===== config.mk =====
export PLATFORM = sky130hd
export DESIGN_NAME = wb_fir_stream_dma
export DESIGN_NICKNAME = d
export VERILOG_FILES = /design/src/rtl/wb_fir_stream_dma.sv
export SDC_FILE = /design/constraint.sdc
export NUM_CORES = 1
export LEC_CHECK = 0
export BUFFER_PORTS_ARGS = -buffer_cell sky130_fd_sc_hd__buf_4
export CAP_MARGIN = 20
export CORE_AREA = 5 5 163 165
export CTS_BUF_LIST = sky130_fd_sc_hd__clkbuf_8 sky130_fd_sc_hd__clkbuf_16
export CTS_CLUSTER_SIZE = 28
export DETAILED_ROUTE_END_ITERATION = 8
export DIE_AREA = 0 0 168 170
export GPL_TIMING_DRIVEN = 0
export MAX_ROUTING_LAYER = met4
export PLACE_DENSITY = 0.66
export SYNTH_ARGS = -nofsm -noshare
export SYNTH_HDL_FRONTEND = slang
export SYNTH_SLANG_ARGS = --single-unit

===== constraint.sdc =====
create_clock -name axis_clk -period 4 [get_ports axis_clk]
set_input_delay 0 -clock axis_clk [delete_from_list [all_inputs] [get_ports axis_clk]]
set_output_delay 0 -clock axis_clk [all_outputs]
set_load 0.005 [all_outputs]

===== src/rtl/wb_fir_stream_dma.sv =====
// Wishbone initiator that moves a block of samples through the FIR stream ports:
// read X from memory, push it to stream-in, pull Y from stream-out, store Y.
module wb_fir_stream_dma #(
    parameter logic [31:0] FIR_BASE = 32'h3000_0000,
    parameter int          TIMEOUT  = 1024
) (
    input  logic        axis_clk,
    input  logic        axis_rst_n,
    input  logic        start,
    input  logic [31:0] src_base,
    input  logic [31:0] dst_base,
    input  logic [15:0] len,
    output logic        busy,
    output logic        done,
    output logic        err,
    output logic [15:0] sample_cnt,
    output logic        wbm_cyc_o,
    output logic        wbm_stb_o,
    output logic        wbm_we_o,
    output logic [3:0]  wbm_sel_o,
    output logic [31:0] wbm_adr_o,
    output logic [31:0] wbm_dat_o,
    input  logic [31:0] wbm_dat_i,
    input  logic        wbm_ack_i,
    output logic [2:0]  dbg_state
);
    localparam int TW = (TIMEOUT > 2) ? $clog2(TIMEOUT) : 1;
    localparam logic [31:0] FIR_IN  = FIR_BASE + 32'h40;
    localparam logic [31:0] FIR_OUT = FIR_BASE + 32'h44;

    typedef enum logic [2:0] {IDLE, RD_X, WR_X, RD_Y, WR_Y, GAP, DONE} state_t;

    state_t        state, after_gap;
    logic [31:0]   src_r, dst_r, x_reg, y_reg;
    logic [15:0]   len_r, idx;
    logic [TW-1:0] to_cnt;
    logic [15:0]   idx_next;

    assign idx_next  = idx + 16'd1;
    assign wbm_stb_o = wbm_cyc_o;
    assign wbm_sel_o = wbm_cyc_o ? 4'hF : 4'h0;
    assign dbg_state = state;

    // Handshake: a transfer completes on the edge where cyc and ack are both high;
    // adr/we/dat are held constant while cyc is high and cyc drops after every ack.
    always_ff @(posedge axis_clk) begin
        if (!axis_rst_n) begin
            state      <= IDLE;
            after_gap  <= IDLE;
            src_r      <= '0;
            dst_r      <= '0;
            len_r      <= '0;
            idx        <= '0;
            x_reg      <= '0;
            y_reg      <= '0;
            to_cnt     <= '0;
            busy       <= 1'b0;
            done       <= 1'b0;
            err        <= 1'b0;
            sample_cnt <= '0;
            wbm_cyc_o  <= 1'b0;
            wbm_we_o   <= 1'b0;
            wbm_adr_o  <= '0;
            wbm_dat_o  <= '0;
        end else begin
            case (state)
                IDLE: begin
                    if (start) begin
                        if (len == 16'd0) begin
                            state <= DONE;
                            done  <= 1'b1;
                        end else begin
                            src_r      <= src_base;
                            dst_r      <= dst_base;
                            len_r      <= len;
                            idx        <= '0;
                            sample_cnt <= '0;
                            err        <= 1'b0;
                            busy       <= 1'b1;
                            to_cnt     <= '0;
                            wbm_cyc_o  <= 1'b1;
                            wbm_we_o   <= 1'b0;
                            wbm_adr_o  <= src_base;
                            wbm_dat_o  <= '0;
                            state      <= RD_X;
                        end
                    end
                end
                RD_X, WR_X, RD_Y, WR_Y: begin
                    if (wbm_ack_i) begin
                        wbm_cyc_o <= 1'b0;
                        to_cnt    <= '0;
                        state     <= GAP;
                        // Next transfer's address/data are staged while cyc is low.
                        case (state)
                            RD_X: begin
                                x_reg     <= wbm_dat_i;
                                wbm_we_o  <= 1'b1;
                                wbm_adr_o <= FIR_IN;
                                wbm_dat_o <= wbm_dat_i;
                                after_gap <= WR_X;
                            end
                            WR_X: begin
                                wbm_we_o  <= 1'b0;
                                wbm_adr_o <= FIR_OUT;
                                wbm_dat_o <= '0;
                                after_gap <= RD_Y;
                            end
                            RD_Y: begin
                                y_reg     <= wbm_dat_i;
                                wbm_we_o  <= 1'b1;
                                wbm_adr_o <= dst_r + {14'd0, idx, 2'b00};
                                wbm_dat_o <= wbm_dat_i;
                                after_gap <= WR_Y;
                            end
                            default: begin
                                sample_cnt <= sample_cnt + 16'd1;
                                idx        <= idx_next;
                                wbm_we_o   <= 1'b0;
                                wbm_adr_o  <= src_r + {14'd0, idx_next, 2'b00};
                                wbm_dat_o  <= '0;
                                after_gap  <= RD_X;
                                if (idx_next == len_r) begin
                                    state <= DONE;
                                    done  <= 1'b1;
                                    busy  <= 1'b0;
                                end
                            end
                        endcase
                    end else if (to_cnt == TW'(TIMEOUT - 1)) begin
                        wbm_cyc_o <= 1'b0;
                        err       <= 1'b1;
                        done      <= 1'b1;
                        busy      <= 1'b0;
                        state     <= DONE;
                    end else begin
                        to_cnt <= to_cnt + 1'b1;
                    end
                end
                GAP: begin
                    wbm_cyc_o <= 1'b1;
                    to_cnt    <= '0;
                    state     <= after_gap;
                end
                DONE: begin
                    done  <= 1'b0;
                    state <= IDLE;
                end
                default: state <= IDLE;
            endcase
        end
    end
endmodule


==> run_results.csv <==
group,metric,value,unit
status,outcome,"finished clean",
worst_setup_path,biggest_fanout_along_the_worst_timing_path,8,
final_layout,register_area,3950,um2
final_layout,filler_cell_count,2310,
synthesis,yosysSeqAreaShare,35.6,%
power_and_ir_drop,power.total,0.00795,W
power_and_ir_drop,leakagePower,6.07,nW
floorplanning,core,24900,um2
clocking,clock_insertion_delay_worst_skew,0.46,ns
hold_path,whs_endpoint,"err$_SDFFE_PN0P_",
drt,dr_total_vias,12400,
worst_setup_path,critPathRequiredTime,4.38,ns
sta,final_hold_viol_count,0,
synthesis,synth-async-reset-ratio,0,%
clocking,path_clk_slew,0.09,ns
global_route,number_of_antenna_violations_at_the_first_check_in_global_routing,0,
floorplanning,die_w,168,um
power_and_ir_drop,p_per_area,530,nW/um2
final_layout,drive_gt1_share,16.3,%
final_layout,n_antenna_cell,0,
sta,unrepaired_setup_endpoints_after_global_routing,"true",
drt,routed_length_per_placed_instance,19.9,um
drt,detail_route.iter0.violations,1259,
final_layout,multi_input_area,6760,um2
worst_setup_path,reg2reg_from,"idx[8]$_SDFFE_PN0P_",
run,drv.max_cap_violation_count,0,
sta,finalSetupViolCount,0,
clocking,tritoncts,"done",
global_route,first_global_vias,11500,
hold_path,min-delay-start,"start",
drt,antenna_left,0,
worst_setup_path,worstSetupStartpointType,"register",
worst_setup_path,worst_r2r_path_depth,13,
sta,timing.setup.tns,0,ns
final_layout,layout_commonest_cell,"sky130_fd_sc_hd__nand2_1",
worst_setup_path,rr_endpoint,"wbm_adr_o[29]$_SDFFE_PN0P_",
power_and_ir_drop,max-vdd-ir-drop,0.281,mV
drt,viasPerCell,5.78,
synthesis,yosys.cell_types.count,80,
floorplanning,initial_core_util,44.5,%
clocking,number_of_h_tree_levels,4,
global_route,gr-total-overflow,0,
synthesis,ys_seq_elements,197,
drt,wirelength,42.5,mm
synthesis,syn-mean-instance-area,7.62,um2
floorplanning,std_cell_rows,58,
sta,drv_slew,0,
worst_setup_path,endpoint_kind,"register",
worst_setup_path,crit_type,"register to register",
clocking,tritoncts.num_buffers,17,
clocking,ctsLongestPathBuffers,2,
final_layout,area_growth_syn_to_layout,35.5,%
sta,final.min_clock_period,3.94,ns
placement,placement.io_buffers,208,
synthesis,netlist_instances,1453,
synthesis,synth.yosys.warnings,0,
sta,layout_skew,0.0179,ns
drt,detailedRoute.firstPassIterationCount,5,
floorplanning,io-pin-count,209,
placement,gp_routability_congestion,1.02,
sta,max_freq,254,MHz
drt,remaining_drc_errors,0,
hold_path,hold_path_cell_cnt,4,
global_route,grt_use_total,29.4,%
worst_setup_path,crit_arrival,4.32,ns
sta,worst-slew-pin-transition,0.927,ns
synthesis,synth_fp_nets,1607,
sta,final.period_utilization,98.6,%
final_layout,nNetsFinal,1950,
clocking,clkSinkCount,197,
final_layout,mostFrequentLayoutCells,"sky130_fd_sc_hd__nand2_1, sky130_fd_sc_hd__buf_4, sky130_fd_sc_hd__dfxtp_1",
floorplanning,fp.dieH,170,um
global_route,grt_start_max_net_pins,25,
floorplanning,die_area,28600,um2
hold_path,min_path_type,"input port to register",
sta,slew_headroom,38.2,%
synthesis,yosys_most_used_dff,"sky130_fd_sc_hd__dfxtp_1",
global_route,grt_pass1_wl,64.6,mm
placement,post-dp-hpwl,31.1,mm
worst_setup_path,rrSetupSlack,0.06,ns
clocking,clockRootBuffer,"sky130_fd_sc_hd__clkbuf_16",
synthesis,synth_enable_flop_cells,0,
synthesis,post_synth_instance_area,11100,um2
metrics by stage:
step | hold slack [ns] | setup WS, ns | util, % | std cells | cell area [um2]
floorplan | 0.136 | 0.612 | - | 1453 | 11100
global route | 0.137 | -0.0704 | 60.3 | 2139 | 15000
finish | 0.0724 | 0.0570 | 60.3 | 2139 | 15000
detailed placement | 0.243 | -0.783 | 52.5 | 1993 | 13100
global placement | 0.233 | -0.756 | 52.4 | 1991 | 13100
CTS | 0.0631 | 0.0370 | 59.9 | 2137 | 14900
kinds of logic (layout without fill, tap and decap cells):
group	Yosys count	after routing	share of synthesized area [%]
and+or+nand+nor	579	579	23.5
AOI/OAI and AO/OA	418	418	24.2
DFF	197	197	35.6
buffers and inverters	128	484	4.57
xor gates and xnor gates	78	78	6.29
adders and majority gates	38	38	4.43
muxes	15	15	1.42
final cells by class:
type / instances / share of cell area (%)
inverters: 27 / 0.675
well taps: 330 / 2.75
repair buffers: 327 / 18.3
clock inverters: 15 / 1.43
clock buffers: 17 / 2.83
flip-flops and latches: 197 / 26.3
multi-input cells: 1128 / 45.0
plain buffers: 98 / 2.68
worst max-delay path: stages, from the launching register on:
cell	delay, ns
sky130_fd_sc_hd__dfxtp_1	0.40
sky130_fd_sc_hd__buf_2	0.23
sky130_fd_sc_hd__nand4_1	0.21
sky130_fd_sc_hd__or4_4	0.57
sky130_fd_sc_hd__buf_12	0.16
sky130_fd_sc_hd__xnor2_2	0.26
sky130_fd_sc_hd__ha_1	0.35
sky130_fd_sc_hd__a21o_1	0.22
sky130_fd_sc_hd__nor3_2	0.25
sky130_fd_sc_hd__o311ai_4	0.22
sky130_fd_sc_hd__a31oi_2	0.41
sky130_fd_sc_hd__o31a_1	0.18
sky130_fd_sc_hd__o221ai_1	0.19
sky130_fd_sc_hd__a31oi_1	0.23
how the worst max path moves through the flow:
stage	depth (start not counted)	start	to	slack, ns
2_1_floorplan	14	idx[0]$_SDFFE_PN0P_	wbm_adr_o[28]$_SDFFE_PN0P_	0.61
3_3_place_gp	13	idx[6]$_SDFFE_PN0P_	wbm_adr_o[28]$_SDFFE_PN0P_	-0.76
4_1_cts	15	idx[1]$_SDFFE_PN0P_	wbm_adr_o[30]$_SDFFE_PN0P_	0.04
5_1_grt	14	idx[8]$_SDFFE_PN0P_	wbm_adr_o[22]$_SDFFE_PN0P_	-0.07
6_report	13	idx[8]$_SDFFE_PN0P_	wbm_adr_o[29]$_SDFFE_PN0P_	0.06
3_5_place_dp	13	idx[6]$_SDFFE_PN0P_	wbm_adr_o[28]$_SDFFE_PN0P_	-0.78
cells in the mapped netlist, types with 6 or more instances:
master	number	area [um2]
sky130_fd_sc_hd__a21oi_1	164	821
sky130_fd_sc_hd__or3_1	13	81.3
sky130_fd_sc_hd__o21ai_0	53	265
sky130_fd_sc_hd__a31oi_1	8	50.1
sky130_fd_sc_hd__nand3_1	39	195
sky130_fd_sc_hd__clkbuf_1	88	330
sky130_fd_sc_hd__nand2_1	269	1010
sky130_fd_sc_hd__o221ai_1	6	52.6
sky130_fd_sc_hd__o31ai_1	9	67.6
sky130_fd_sc_hd__a21o_1	14	105
sky130_fd_sc_hd__mux2i_1	9	90.1
sky130_fd_sc_hd__ha_1	36	450
sky130_fd_sc_hd__and2_1	8	50.1
sky130_fd_sc_hd__nand2b_1	6	37.5
sky130_fd_sc_hd__o22ai_1	6	37.5
sky130_fd_sc_hd__a211oi_1	20	150
sky130_fd_sc_hd__o211ai_1	17	128
sky130_fd_sc_hd__inv_1	25	93.8
sky130_fd_sc_hd__nor2_1	134	503
sky130_fd_sc_hd__mux2_2	6	67.6
sky130_fd_sc_hd__buf_2	6	30.0
sky130_fd_sc_hd__nor4_1	12	75.1
sky130_fd_sc_hd__dfxtp_1	197	3940
sky130_fd_sc_hd__and3_1	14	87.6
sky130_fd_sc_hd__nor3_1	37	185
sky130_fd_sc_hd__xnor2_1	42	368
sky130_fd_sc_hd__nand4_1	16	100
sky130_fd_sc_hd__or4_1	7	52.6
sky130_fd_sc_hd__xor2_1	35	307
sky130_fd_sc_hd__a22oi_1	41	308
sky130_fd_sc_hd__o21ai_1	12	60.1
sequential cells by signal (all words and copies together) (netlist names):
register / cells
idx: 16
wbm_dat_o: 32
src_r: 32
dbg_state: 3
busy: 1
wbm_we_o: 1
wbm_cyc_o: 1
wbm_adr_o: 32
dst_r: 32
sample_cnt: 16
to_cnt: 10
err: 1
done: 1
len_r: 16
after_gap: 3
where the power goes:
part / switching [W] / leakage (nW) / internal [W] / total, W
sequential: 0.000344 / 1.61 / 0.00232 / 0.00267
clock: 0.000993 / 0.308 / 0.000889 / 0.00188
combinational: 0.00215 / 4.15 / 0.00125 / 0.00340
timing repair:
action	in CTS	in global routing
buffers inserted	0	3
pin swaps	0	2
resized for setup	15	15
setup endpoints to repair	16	18
endpoints found under the hold margin	133	0
hold buffers	114	0
metal layers:
metal,wire length (um),part of all wire [%],global-route usage (%)
met4,1770,4.2,11.9
met2,19500,46,47.0
met3,3320,7.8,4.00
met5,0,0,-
met1,17900,42,37.8
Note: power is estimated with default switching activity, not from simulation.
